File: config.mk
export PLATFORM = sky130hd
export DESIGN_NAME = ram_arbiter_flat
export DESIGN_NICKNAME = d
export VERILOG_FILES = /design/src/rtl/ram_arbiter_pkg.sv /design/src/rtl/ram_arbiter_if.sv /design/src/rtl/ram_arbiter_arb_pick.sv /design/src/rtl/ram_arbiter.sv /design/src/flat_wrapper.sv
export SDC_FILE = /design/constraint.sdc
export NUM_CORES = 1
export LEC_CHECK = 0
export BUFFER_PORTS_ARGS = -buffer_cell sky130_fd_sc_hd__buf_2
export CORE_MARGIN = 2
export CORE_UTILIZATION = 46
export DETAILED_ROUTE_END_ITERATION = 10
export GPL_TIMING_DRIVEN = 0
export PLACE_DENSITY = 0.79
export SETUP_SLACK_MARGIN = 0.1
export SYNTH_ARGS = -nofsm -noshare
export SYNTH_HDL_FRONTEND = slang
export SYNTH_SLANG_ARGS = --single-unit
File: constraint.sdc
create_clock -name clk -period 1.8 [get_ports clk]
set_input_delay 0.36 -clock clk [delete_from_list [all_inputs] [get_ports clk]]
set_output_delay 0.36 -clock clk [all_outputs]
set_load 0.01 [all_outputs]
File: src/rtl/ram_arbiter_pkg.sv
// Shared types and constants for the program/data RAM arbiter.
package mem_arb_pkg;
    typedef enum logic [1:0] {
        ST_IDLE   = 2'd0,
        ST_ACCESS = 2'd1,
        ST_WAIT   = 2'd2
    } state_e;

    localparam logic OWN_CPU  = 1'b0;
    localparam logic OWN_HOST = 1'b1;

    localparam int DEF_AW = 8;
    localparam int DEF_DW = 8;
endpackage

File: src/rtl/ram_arbiter_if.sv
// Bundle of the CPU port, host port and RAM-side signals of the arbiter.
interface ram_arbiter_if
    import mem_arb_pkg::*;
    #(parameter int AW = DEF_AW, parameter int DW = DEF_DW) ();

    logic          cpu_req, host_req;
    logic          cpu_we, host_we;
    logic [AW-1:0] cpu_addr, host_addr;
    logic [DW-1:0] cpu_wdata, host_wdata;
    logic          cpu_gnt, host_gnt;
    logic          cpu_rvalid, host_rvalid;
    logic [DW-1:0] cpu_rdata, host_rdata;
    logic [AW-1:0] ram_addr;
    logic [DW-1:0] ram_data;
    logic          ram_rden, ram_wren;
    logic [DW-1:0] ram_q;
    logic          busy;

    modport slave (
        input  cpu_req, host_req, cpu_we, host_we, cpu_addr, host_addr,
               cpu_wdata, host_wdata, ram_q,
        output cpu_gnt, host_gnt, cpu_rvalid, host_rvalid, cpu_rdata, host_rdata,
               ram_addr, ram_data, ram_rden, ram_wren, busy
    );

    modport master (
        output cpu_req, host_req, cpu_we, host_we, cpu_addr, host_addr,
               cpu_wdata, host_wdata, ram_q,
        input  cpu_gnt, host_gnt, cpu_rvalid, host_rvalid, cpu_rdata, host_rdata,
               ram_addr, ram_data, ram_rden, ram_wren, busy
    );
endinterface

File: src/rtl/ram_arbiter_arb_pick.sv
// Combinational winner selector. ARB_ROUND_ROBIN_EN selects round-robin,
// otherwise the CPU has fixed priority.
module arb_pick
    import mem_arb_pkg::*;
(
    input  logic cpu_req,
    input  logic host_req,
    input  logic last_owner,
    output logic winner,
    output logic any
);
    assign any = cpu_req | host_req;

`ifdef ARB_ROUND_ROBIN_EN
    // On a tie the port that did not own the previous access wins.
    always_comb begin
        winner = OWN_CPU;
        if (cpu_req && host_req) winner = ~last_owner;
        else if (host_req)       winner = OWN_HOST;
    end
`else
    logic unused_last_owner;
    assign unused_last_owner = last_owner;
    assign winner = (cpu_req || !host_req) ? OWN_CPU : OWN_HOST;
`endif
endmodule

File: src/rtl/ram_arbiter.sv
// Two-port arbiter/sequencer for the single-port CPU RAM.
// ARB_ROUND_ROBIN_EN enables the last-owner flag and round-robin arbitration.
module ram_arbiter
    import mem_arb_pkg::*;
    #(parameter int AW = DEF_AW, parameter int DW = DEF_DW)
(
    input  logic           clk,
    input  logic           rst,
    ram_arbiter_if.slave   bus
);
    state_e        state_q, state_d;
    logic          own_q, own_d;
    logic [AW-1:0] ram_addr_q, ram_addr_d;
    logic [DW-1:0] ram_data_q, ram_data_d;
    logic          rden_q, rden_d, wren_q, wren_d;
    logic          cpu_gnt_q, cpu_gnt_d, host_gnt_q, host_gnt_d;
    logic          cpu_rvalid_q, cpu_rvalid_d, host_rvalid_q, host_rvalid_d;
    logic [DW-1:0] cpu_rdata_q, cpu_rdata_d, host_rdata_q, host_rdata_d;
    logic          winner, any, last_owner;

`ifdef ARB_ROUND_ROBIN_EN
    logic last_q, last_d;
    assign last_d     = (state_q == ST_IDLE && any) ? winner : last_q;
    assign last_owner = last_q;
`else
    assign last_owner = OWN_HOST;
`endif

    arb_pick u_pick (
        .cpu_req    (bus.cpu_req),
        .host_req   (bus.host_req),
        .last_owner (last_owner),
        .winner     (winner),
        .any        (any)
    );

    always_comb begin
        state_d       = state_q;
        own_d         = own_q;
        ram_addr_d    = ram_addr_q;
        ram_data_d    = ram_data_q;
        rden_d        = 1'b0;
        wren_d        = 1'b0;
        cpu_gnt_d     = 1'b0;
        host_gnt_d    = 1'b0;
        cpu_rvalid_d  = 1'b0;
        host_rvalid_d = 1'b0;
        cpu_rdata_d   = cpu_rdata_q;
        host_rdata_d  = host_rdata_q;
        case (state_q)
            ST_IDLE: begin
                // RAM strobes and gnt are set up here so they are registered in ACCESS
                if (any) begin
                    state_d = ST_ACCESS;
                    own_d   = winner;
                    if (winner == OWN_HOST) begin
                        ram_addr_d = bus.host_addr;
                        ram_data_d = bus.host_wdata;
                        wren_d     = bus.host_we;
                        host_gnt_d = 1'b1;
                    end else begin
                        ram_addr_d = bus.cpu_addr;
                        ram_data_d = bus.cpu_wdata;
                        wren_d     = bus.cpu_we;
                        cpu_gnt_d  = 1'b1;
                    end
                    rden_d = ~wren_d;
                end
            end
            ST_ACCESS: state_d = wren_q ? ST_IDLE : ST_WAIT;
            ST_WAIT: begin
                state_d = ST_IDLE;
                if (own_q == OWN_HOST) begin
                    host_rdata_d  = bus.ram_q;
                    host_rvalid_d = 1'b1;
                end else begin
                    cpu_rdata_d  = bus.ram_q;
                    cpu_rvalid_d = 1'b1;
                end
            end
            default: state_d = ST_IDLE;
        endcase
    end

    always_ff @(posedge clk or posedge rst) begin
        if (rst) begin
            state_q       <= ST_IDLE;
            own_q         <= OWN_HOST;
            ram_addr_q    <= '0;
            ram_data_q    <= '0;
            rden_q        <= 1'b0;
            wren_q        <= 1'b0;
            cpu_gnt_q     <= 1'b0;
            host_gnt_q    <= 1'b0;
            cpu_rvalid_q  <= 1'b0;
            host_rvalid_q <= 1'b0;
            cpu_rdata_q   <= '0;
            host_rdata_q  <= '0;
`ifdef ARB_ROUND_ROBIN_EN
            last_q        <= OWN_HOST;
`endif
        end else begin
            state_q       <= state_d;
            own_q         <= own_d;
            ram_addr_q    <= ram_addr_d;
            ram_data_q    <= ram_data_d;
            rden_q        <= rden_d;
            wren_q        <= wren_d;
            cpu_gnt_q     <= cpu_gnt_d;
            host_gnt_q    <= host_gnt_d;
            cpu_rvalid_q  <= cpu_rvalid_d;
            host_rvalid_q <= host_rvalid_d;
            cpu_rdata_q   <= cpu_rdata_d;
            host_rdata_q  <= host_rdata_d;
`ifdef ARB_ROUND_ROBIN_EN
            last_q        <= last_d;
`endif
        end
    end

    assign bus.cpu_gnt     = cpu_gnt_q;
    assign bus.host_gnt    = host_gnt_q;
    assign bus.cpu_rvalid  = cpu_rvalid_q;
    assign bus.host_rvalid = host_rvalid_q;
    assign bus.cpu_rdata   = cpu_rdata_q;
    assign bus.host_rdata  = host_rdata_q;
    assign bus.ram_addr    = ram_addr_q;
    assign bus.ram_data    = ram_data_q;
    assign bus.ram_rden    = rden_q;
    assign bus.ram_wren    = wren_q;
    assign bus.busy        = (state_q != ST_IDLE);
endmodule

File: src/flat_wrapper.sv
// flat-port wrapper written by rule: the top's interface ports become plain ports
module ram_arbiter_flat import mem_arb_pkg::*;
#(parameter int AW = DEF_AW, parameter int DW = DEF_DW)
  (clk, rst, bus_cpu_req, bus_host_req, bus_cpu_we, bus_host_we, bus_cpu_addr, bus_host_addr, bus_cpu_wdata, bus_host_wdata, bus_ram_q, bus_cpu_gnt, bus_host_gnt, bus_cpu_rvalid, bus_host_rvalid, bus_cpu_rdata, bus_host_rdata, bus_ram_addr, bus_ram_data, bus_ram_rden, bus_ram_wren, bus_busy);
  ram_arbiter_if #(.AW(AW), .DW(DW)) bus_i ();
  input  logic clk;
  input  logic rst;
  input wire logic [$bits(bus_i.cpu_req)-1:0] bus_cpu_req;
  input wire logic [$bits(bus_i.host_req)-1:0] bus_host_req;
  input wire logic [$bits(bus_i.cpu_we)-1:0] bus_cpu_we;
  input wire logic [$bits(bus_i.host_we)-1:0] bus_host_we;
  input wire logic [$bits(bus_i.cpu_addr)-1:0] bus_cpu_addr;
  input wire logic [$bits(bus_i.host_addr)-1:0] bus_host_addr;
  input wire logic [$bits(bus_i.cpu_wdata)-1:0] bus_cpu_wdata;
  input wire logic [$bits(bus_i.host_wdata)-1:0] bus_host_wdata;
  input wire logic [$bits(bus_i.ram_q)-1:0] bus_ram_q;
  output wire logic [$bits(bus_i.cpu_gnt)-1:0] bus_cpu_gnt;
  output wire logic [$bits(bus_i.host_gnt)-1:0] bus_host_gnt;
  output wire logic [$bits(bus_i.cpu_rvalid)-1:0] bus_cpu_rvalid;
  output wire logic [$bits(bus_i.host_rvalid)-1:0] bus_host_rvalid;
  output wire logic [$bits(bus_i.cpu_rdata)-1:0] bus_cpu_rdata;
  output wire logic [$bits(bus_i.host_rdata)-1:0] bus_host_rdata;
  output wire logic [$bits(bus_i.ram_addr)-1:0] bus_ram_addr;
  output wire logic [$bits(bus_i.ram_data)-1:0] bus_ram_data;
  output wire logic [$bits(bus_i.ram_rden)-1:0] bus_ram_rden;
  output wire logic [$bits(bus_i.ram_wren)-1:0] bus_ram_wren;
  output wire logic [$bits(bus_i.busy)-1:0] bus_busy;
  assign bus_i.cpu_req = bus_cpu_req;
  assign bus_i.host_req = bus_host_req;
  assign bus_i.cpu_we = bus_cpu_we;
  assign bus_i.host_we = bus_host_we;
  assign bus_i.cpu_addr = bus_cpu_addr;
  assign bus_i.host_addr = bus_host_addr;
  assign bus_i.cpu_wdata = bus_cpu_wdata;
  assign bus_i.host_wdata = bus_host_wdata;
  assign bus_i.ram_q = bus_ram_q;
  assign bus_cpu_gnt = bus_i.cpu_gnt;
  assign bus_host_gnt = bus_i.host_gnt;
  assign bus_cpu_rvalid = bus_i.cpu_rvalid;
  assign bus_host_rvalid = bus_i.host_rvalid;
  assign bus_cpu_rdata = bus_i.cpu_rdata;
  assign bus_host_rdata = bus_i.host_rdata;
  assign bus_ram_addr = bus_i.ram_addr;
  assign bus_ram_data = bus_i.ram_data;
  assign bus_ram_rden = bus_i.ram_rden;
  assign bus_ram_wren = bus_i.ram_wren;
  assign bus_busy = bus_i.busy;
  ram_arbiter #(.AW(AW), .DW(DW)) u_core (.clk(clk), .rst(rst), .bus(bus_i));
endmodule
==> results of run 1 <==
-- flip-flops by register name, summed over array words and instances, names as in the netlist --
signal / count
u_core.own_q: 1
u_core.bus.host_rdata: 8
u_core.bus.ram_wren: 1
u_core.bus.ram_data: 8
u_core.state_q: 2
u_core.bus.cpu_gnt: 1
u_core.bus.ram_rden: 1
u_core.bus.host_rvalid: 1
u_core.bus.ram_addr: 8
u_core.bus.cpu_rdata: 8
u_core.bus.cpu_rvalid: 1
u_core.bus.host_gnt: 1
-- worst register-to-register path: stages (launching register included) --
cell and delay (ns):
dfrtp_1 0.41, nor2_2 0.19, o21a_1 0.15, buf_4 0.19, buf_6 0.18, mux2_4 0.31
-- cell families after synthesis --
family	count (synthesis)
AO/OA/AOI/OAI	2
buffers and inverters	8
flip-flops	41
multiplexers	49
AND/OR/NAND/NOR	10
-- layout by cell type (no fill, tap or decap), types with 2 or more instances in the layout --
| cell type | synthesis | final |
|---|---|---|
| and2_2 | 2 | 2 |
| buf_2 | 1 | 85 |
| buf_6 | 2 | 2 |
| clkbuf_8 | 0 | 5 |
| dfrtp_1 | 40 | 40 |
| inv_1 | 3 | 2 |
| mux2_2 | 32 | 32 |
| mux2_4 | 16 | 16 |
| nor3b_1 | 2 | 2 |
-- final timing paths --
| check | start | endpoint |
|---|---|---|
| max in group asynchronous | rst | u_core.bus.cpu_rdata[6] |
| setup / recovery | u_core.state_q[0] | u_core.bus.ram_addr[0] |
| hold / removal | rst | u_core.bus.host_rvalid |
| min in group clk | bus_ram_q[5] | u_core.bus.host_rdata[5] |
| setup reg to reg | u_core.state_q[0] | u_core.bus.ram_addr[0] |
| hold reg to reg | u_core.bus.ram_wren | u_core.state_q[1] |
-- cells in the mapped netlist (all sizes together) --
cell / instances
mux2: 48
inv: 3
dfstp: 1
nand3b: 1
mux2i: 1
buf: 5
nor2b: 2
o21a: 1
dfrtp: 40
nor2: 2
a21oi: 1
and2: 3
nor3b: 2
-- layout make-up --
type | instances | area share
Buffer | 5 | 0.02307
Sequential cell | 41 | 0.4305
Tap cell | 48 | 0.02517
Clock inverter | 3 | 0.01940
Multi-Input combinational cell | 61 | 0.2921
Inverter | 3 | 0.004719
Clock buffer | 5 | 0.02884
Timing Repair Buffer | 84 | 0.1762
-- metal layers --
metal	routed length [um]	share of wire	up-vias
met5	0	0	-
met1	1390	0.39	577
met2	1859	0.52	52
met3	295	0.082	7
li1	-	-	562
met4	51	0.014	0
-- report_power, final --
part | leakage [uW] | internal, uW | total [uW] | switching [uW]
Combinational | 0.000671 | 917 | 1640 | 719
Clock | 0.0000543 | 415 | 734 | 319
Sequential | 0.000491 | 1370 | 1600 | 224
Total | 0.00122 | 2700 | 3970 | 1260
-- per-stage QoR --
step	power (uW)	util	worst slack [ns]	area (um^2)
4_1_cts	4019	0.6462	0.1616	2384
3_5_place_dp	3268	0.6150	0.1903	2268
6_report	3965	0.6469	0.2556	2386
2_1_floorplan	2631	-	0.3561	1788
3_3_place_gp	3188	0.6150	0.06040	2268
5_1_grt	4220	0.6469	0.1467	2386
==> reports/results.ini, run 1 <==
[run_status]
outcome=complete, no violations

[place]
gp_congestion=0.6610
dp_cells=242
dp_hpwl_um=2780
portBuffers=84

[yosys]
ys_top_cells_by_area=dfrtp_1 (56%), mux2_2 (20%), mux2_4 (13%)
synth-xor-area-share=0
syn_area_per_cell_um2=16.25
synth-adder-area-share=0
synthDominantAreaCellType=dfrtp_1
synthSimpleGateAreaFrac=0.03989
synthesis.nets=156
synthCells=110
ys_ff_latch=41
synth_top_family_by_area=multiplexers
synth_seq_area_share=0.5745
synth.distinct_cells=19
yosysTopAreaCellShare=0.5598
synth_area_um2=1788
yosys_warnings=0
synth.area.mux_share=0.3415
synth_compound_area_frac=0.006998

[sta]
slew_headroom=0.4497
finalClockSkew_ns=0.004755
setup_tns_ns=0
setup_violations=0
finalHoldViolations=0
slew_viol_final=0
whs_ns=0.2217
rsz0062_at_grt=no
period_share=0.8580
fmax_ghz=0.6475
worst_slew_pin_slew_ns=0.8242
period_needed_ns=1.544

[grt]
grt_pass1_vias=1272
grtUsageMet2=0.3138
grt_most_used_layer=met2
antenna_found_initial=0
grt_max_degree=42
gr-usage-met1=0.2002
grt_pass1_wl_um=5768
grt-ovfl-total=0
grt_usage=0.1782
grt_util_met3=0.06133

[job]
drv_cap=0

[cells_and_area]
fin_nets=247
layout-drive-gt1-share=0.7475
diodes=0
register_area_um2=1027
final_cell_count_no_fill=250
fill_cells=283
multi_input_area_um2=696.9
syn2layout_area_growth_pct=33.45

[routing]
routed_via_density=4.792
drt_wl_total_um=3596
drt_first_pass_iters=3
drtIter0Drc=24
postRouteAntennaNets=0
via_count=1198
wl_per_cell_um=14.38
route.detailed.drc=0

[floorplan]
core_area_um2=3689
num_rows=22
dieHeight_um=66.35
ios=85
die_area_um2=4402
start_util=0.4847
die_w_um=66.35

[setup_path]
crit_path_top_delay_cell=dfrtp_1
crit_path_end_kind=register
reg2reg_depth=5
path_delay_family=flip-flops
cp_cell_sequence=nor2_2, o21a_1, buf_4, buf_6, mux2_4
crit_arrival_ns=1.72
r2r_slack_ns=0.26
crit_cells=5
critical_path.max_stage_delay_ns=0.41
critPathLaunchType=register
cp_num_buf_inv=2
crit_type=reg -> reg
worstPathRequired_ns=1.98
cp_max_fo=10

[power_and_ir_drop]
peakVddDrop_mv=0.6992
leakagePower_uw=0.001216
p_per_area_nw_per_um2=1662

[clock_tree]
h-tree-depth=2
cts_inserted_buffers=5
cts-hold-fix-buffers=0
cts_tree=built
clock_path_buffers=2
path_clk_slew_ns=0.08
post_cts_resized=0
cts-root-buf=clkbuf_8
cts_sinks=41
cts_setup_buffers=0
clk_latency_ns=0.29

[min_path]
hp-class=in -> async

Note: power is estimated with default switching activity, not from simulation.
==> run 2: changes to the inputs <==
--- a/config.mk
+++ b/config.mk
@@ -6,7 +6,6 @@
 export NUM_CORES = 1
 export LEC_CHECK = 0
 export BUFFER_PORTS_ARGS = -buffer_cell sky130_fd_sc_hd__buf_2
-export CORE_MARGIN = 2
 export CORE_UTILIZATION = 46
 export DETAILED_ROUTE_END_ITERATION = 10
 export GPL_TIMING_DRIVEN = 0
==> run 2 against run 1 <==
  * Largest power group unchanged
  * Critical path depth stayed put
  * Sequential share of layout area is 0.34 points lower
  * Highest routed layer unchanged
  * Core utilization is 0.51 points higher
  * Critical path type unchanged
  * Critical endpoint is now u_core.bus.ram_addr[1]
  * Total power is 2.8% higher
==> reports/results.ini, run 2 (same netlist as run 1, synthesis figures left out) <==
[cells_and_area]
multi_input_area_um2=696.9  ; unchanged
final_common_cell=buf_2  ; unchanged
diodes=0  ; unchanged
syn2layout_area_growth_pct=34.50  ; was 33.45%
register_area_um2=1027  ; unchanged
fin_nets=247  ; unchanged
final_cell_mix=buf_2 (85), dfrtp_1 (40), mux2_2 (32), mux2_4 (16), clkbuf_8 (5)  ; unchanged
fill_cells=290  ; was 283
layout-drive-gt1-share=0.7475  ; unchanged

[setup_path]
rr_startpoint=u_core.state_q[0]  ; unchanged
critPathLaunchType=register  ; unchanged
crit_type=reg -> reg  ; unchanged
crit_arrival_ns=1.75  ; was 1.72 ns
cp_max_fo=10  ; unchanged
crit_path_end_kind=register  ; unchanged
crit_start=u_core.state_q[0]  ; unchanged
worstPathRequired_ns=1.97  ; was 1.98 ns

[clock_tree]
cts_inserted_buffers=5  ; unchanged
h-tree-depth=2  ; unchanged
cts_setup_buffers=0  ; unchanged
cts_tree=built  ; unchanged
cts_sinks=41  ; unchanged
clock_path_buffers=2  ; unchanged
clk_latency_ns=0.29  ; about the same
cts-hold-fix-buffers=0  ; unchanged
post_cts_resized=0  ; unchanged
path_clk_slew_ns=0.08  ; about the same
cts-root-buf=clkbuf_8  ; unchanged

[routing]
via_count=1202  ; was 1,198
wl_per_cell_um=13.77  ; was 14.38 um
route.detailed.drc=0  ; unchanged
drt_wl_total_um=3443  ; was 3596 um
postRouteAntennaNets=0  ; unchanged
drt_first_pass_iters=2  ; was 3
routed_via_density=4.808  ; was 4.792
drtIter0Drc=20  ; was 24

[floorplan]
start_util=0.4847  ; unchanged
die_area_um2=4140  ; was 4402 um^2
core_area_um2=3689  ; unchanged
die_w_um=64.35  ; was 66.35 um
ios=85  ; unchanged
dieHeight_um=64.35  ; was 66.35 um
num_rows=22  ; unchanged

[sta]
slew_headroom=0.4683  ; was 0.4497
slew_viol_final=0  ; unchanged
period_share=0.8756  ; was 0.8580
finalHoldViolations=0  ; unchanged
period_needed_ns=1.576  ; was 1.544 ns
fmax_ghz=0.6345  ; was 0.6475 GHz
setup_ws_ns=0.2239  ; was 0.2556 ns
rsz0062_at_grt=no  ; unchanged
finalClockSkew_ns=0.007784  ; was 0.004755 ns
setup_tns_ns=0  ; unchanged
worst_slew_pin_slew_ns=0.7964  ; was 0.8242 ns
setup_violations=0  ; unchanged

[power_and_ir_drop]
p_sw_uw=1237  ; was 1263 uW
combPwrFrac=0.400  ; was 0.413
pwr-share-seq=0.392  ; was 0.402
p_int_uw=2839  ; was 2703 uW
leakagePower_uw=0.001230  ; was 0.001216 uW
p_per_area_nw_per_um2=1695  ; was 1662 nW/um^2
peakVddDrop_mv=0.8264  ; was 0.6992 mV
power.clock.fraction=0.208  ; was 0.185
swShare=0.3035  ; was 0.3185

[grt]
grtUsageMet2=0.3487  ; was 0.3138
grt_pass1_vias=1254  ; was 1,272
antenna_found_initial=0  ; unchanged
gr-usage-met1=0.1991  ; was 0.2002
grt_usage=0.1834  ; was 0.1782
grt_pass1_wl_um=5678  ; was 5768 um
grt-ovfl-total=0  ; unchanged
grt_max_degree=42  ; unchanged
grt_util_met3=0.03929  ; was 0.06133
grt_most_used_layer=met2  ; unchanged

[place]
gp_congestion=0.6526  ; was 0.6610
dp_hpwl_um=2617  ; was 2780 um
dpl_worst_slack_ns=0.1125  ; was 0.1903 ns
portBuffers=84  ; unchanged

[job]
drv_cap=0  ; unchanged

[run_status]
outcome=complete, no violations  ; unchanged

[min_path]
hp-class=in -> async  ; unchanged

## run 2: changes by cell type in the layout (fill, tap and decap cells not counted), sizes merged
cell	previous run	this run
bufinv	1	2
clkinvlp	1	0
## run 2: through the flow
step,util,std cells,instance area [um^2],total power [uW],hold slack (ns)
after floorplan,-,110,1788,2631,0.4462
after global placement,0.6150,242,2268,3168,0.4372
after detailed placement,0.6150,242,2268,3259,0.4520
after CTS,0.6513,250,2402,4119,0.2543
after global routing,0.6520,250,2405,4328,0.2819
final,0.6520,250,2405,4075,0.2205
## run 2: worst max-delay path, cell delays in order (launching register included)
cell and delay [ns]:
dfrtp_1 0.41, nor2_2 0.21, o21a_1 0.16, buf_4 0.19, buf_6 0.19, mux2_4 0.31
## run 2: cell type report
class                   instances  area share
flip-flops and latches         41      0.4272
clock buffers                   5     0.02862
repair buffers                 84      0.1748
plain buffers                   5     0.02289
clock inverters                 3     0.02706
inverters                       3    0.004683
multi-input cells              61      0.2898
well taps                      48     0.02497
## run 2: power groups by stage
stage	Clock [uW]	Combinational [uW]	Sequential [uW]
floorplan	0	841	1790
global placement	0	1600	1570
detailed placement	0	1650	1610
CTS	865	1660	1600
global route	921	1750	1660
finish	849	1630	1600
## run 2: worst paths after layout
path,endpoint,slack [ns],depth (start not counted)
setup / recovery,u_core.bus.ram_addr[1],0.22,5
hold / removal,u_core.bus.host_rdata[7],0.22,2
setup reg to reg,u_core.bus.ram_addr[1],0.22,5
min in group clk,u_core.bus.host_rdata[5],0.31,2
hold reg to reg,u_core.state_q[1],0.44,1
max in group asynchronous,u_core.bus.ram_addr[0],1.07,2
## run 2: per-layer routing
layer  wire, um  part of all wire  vias up
met4         36             0.010        0
met2       1917              0.56       53
met1       1266              0.37      580
li1           -                 -      564
met3        223             0.065        5
met5          0                 0        -
==> run 3: changes to the inputs <==
--- a/config.mk
+++ b/config.mk
@@ -10,6 +10,7 @@
 export DETAILED_ROUTE_END_ITERATION = 10
 export GPL_TIMING_DRIVEN = 0
 export PLACE_DENSITY = 0.79
+export REMOVE_ABC_BUFFERS = 1
 export SETUP_SLACK_MARGIN = 0.1
 export SYNTH_ARGS = -nofsm -noshare
 export SYNTH_HDL_FRONTEND = slang
==> run 3 against run 2 <==
  * Register-to-register slack about the same
  * Cell area down 3.9%
  * Clock skew down 0.0034 ns
  * Critical path type unchanged
  * Largest cell class unchanged
==> reports/results.ini, run 3 (same netlist as run 1, synthesis figures left out) <==
[clock_tree]
cts-root-buf=clkbuf_8  ; unchanged
cts-hold-fix-buffers=0  ; unchanged
cts_inserted_buffers=5  ; unchanged
cts_setup_buffers=0  ; unchanged
clock_path_buffers=2  ; unchanged
h-tree-depth=2  ; unchanged
post_cts_resized=3  ; was 0
path_clk_slew_ns=0.08  ; about the same
clk_latency_ns=0.29  ; about the same
cts_sinks=41  ; unchanged
cts_tree=built  ; unchanged

[sta]
slew_headroom=0.4484  ; was 0.4683
worst_slew_pin_slew_ns=0.8262  ; was 0.7964 ns
whs_ns=0.2305  ; was 0.2205 ns
fmax_ghz=0.6301  ; was 0.6345 GHz
period_needed_ns=1.587  ; was 1.576 ns
rsz0062_at_grt=no  ; unchanged
setup_tns_ns=0  ; unchanged
finalHoldViolations=0  ; unchanged
finalClockSkew_ns=0.004427  ; was 0.007784 ns
period_share=0.8817  ; was 0.8756
setup_violations=0  ; unchanged
slew_viol_final=0  ; unchanged

[grt]
grt_usage=0.1845  ; was 0.1834
grt-ovfl-total=0  ; unchanged
grt_pass1_wl_um=5733  ; was 5678 um
grt_max_degree=42  ; unchanged
grt_pass1_vias=1329  ; was 1,254
antenna_found_initial=0  ; unchanged

[floorplan]
num_rows=22  ; unchanged
core_area_um2=3689  ; unchanged
dieHeight_um=64.35  ; unchanged
die_area_um2=4140  ; unchanged
start_util=0.4847  ; unchanged
die_w_um=64.35  ; unchanged
ios=85  ; unchanged

[power_and_ir_drop]
peakVddDrop_mv=0.7915  ; was 0.8264 mV
power_uw=3752  ; was 4075 uW
p_per_area_nw_per_um2=1623  ; was 1695 nW/um^2
leakagePower_uw=0.001178  ; was 0.001230 uW

[routing]
drt_first_pass_iters=3  ; was 2
postRouteAntennaNets=0  ; unchanged
drt_wl_total_um=3344  ; was 3443 um
drtIter0Drc=36  ; was 20
routed_via_density=4.873  ; was 4.808
route.detailed.drc=0  ; unchanged
via_count=1194  ; was 1,202
wl_per_cell_um=13.65  ; was 13.77 um

[setup_path]
crit_arrival_ns=1.76  ; was 1.75 ns
cp_max_fo=19  ; was 10
worstPathRequired_ns=1.97  ; about the same
cp_cell_sequence=nor2_1, o21a_4, mux2_2  ; was nor2_2, o21a_1, buf_4, buf_6, mux2_4
crit_type=reg -> reg  ; unchanged
crit_path_top_delay_cell=dfrtp_1  ; unchanged
crit_path_end_kind=register  ; unchanged
critPathLaunchType=register  ; unchanged
critical_path.max_stage_delay_ns=0.42  ; was 0.41 ns

[cells_and_area]
syn2layout_area_growth_pct=29.32  ; was 34.50%
utilization=0.6269  ; was 0.6520
fin_nets=242  ; was 247
final_common_cell=buf_2  ; unchanged
diodes=0  ; unchanged
final_cell_count_no_fill=245  ; was 250
layout-drive-gt1-share=0.7462  ; was 0.7475
final_cell_mix=buf_2 (84), dfrtp_1 (40), mux2_2 (32), mux2_4 (16), clkbuf_8 (5)  ; was buf_2 (85), dfrtp_1 (40), mux2_2 (32), mux2_4 (16), clkbuf_8 (5)

[min_path]
hp-class=in -> async  ; unchanged

[job]
drv_cap=0  ; unchanged

[place]
portBuffers=84  ; unchanged
dp_cells=237  ; was 242
gp_congestion=0.6689  ; was 0.6526
dp_hpwl_um=2452  ; was 2617 um

[run_status]
outcome=complete, no violations  ; unchanged

-- run 3: cell count changes in the layout (fill, tap and decap cells not counted), sizes merged --
cell | before | now
clkinv | 1 | 2
bufinv | 2 | 0
clkinvlp | 0 | 1
buf | 89 | 84
-- run 3: worst paths after layout --
path | slack (ns) | cells past startpoint | startpoint | end
setup / recovery | 0.21 | 3 | u_core.state_q[0] | u_core.bus.ram_addr[6]
hold / removal | 0.23 | 2 | rst | u_core.bus.cpu_rvalid
setup reg to reg | 0.21 | 3 | u_core.state_q[0] | u_core.bus.ram_addr[6]
hold reg to reg | 0.44 | 1 | u_core.bus.ram_wren | u_core.state_q[1]
max in group asynchronous | 1.05 | 2 | rst | u_core.bus.host_gnt
min in group clk | 0.32 | 2 | bus_ram_q[0] | u_core.bus.cpu_rdata[0]
-- run 3: final cells by class --
class	count	area (um^2)
Fill cell	300	1376
Sequential cell	41	1027
Multi-Input combinational cell	61	706.9
Timing Repair Buffer	84	420.4
Clock buffer	5	68.82
Tap cell	48	60.06
Clock inverter	3	17.52
Inverter	3	11.26
-- run 3: power by group --
| group | switching [uW] | total, uW | internal, uW |
|---|---|---|---|
| Clock | 311 | 578 | 267 |
| Combinational | 691 | 1570 | 881 |
| Sequential | 230 | 1600 | 1370 |
-- run 3: metrics by stage --
stage | worst slack (ns) | area, um^2
3_3_place_gp | -0.1424 | 2213
4_1_cts | 0.1999 | 2312
6_report | 0.2129 | 2312
2_1_floorplan | 0.1017 | 1733
5_1_grt | 0.1008 | 2312
3_5_place_dp | -0.2113 | 2213
-- run 3: per-layer routing --
metal,global-route usage,routed length (um),vias up
met5,0,0,-
met4,0.08889,43,0
met1,0.2129,1372,568
met2,0.3224,1620,71
li1,-,-,550
met3,0.03929,307,5
-- run 3: worst max-delay path, delay by kind of cell, from the launching register on --
family / cells / cell delay [ns]
mux: 1 / 0.38
flops: 1 / 0.42
simple gates: 1 / 0.29
compound gates: 1 / 0.37
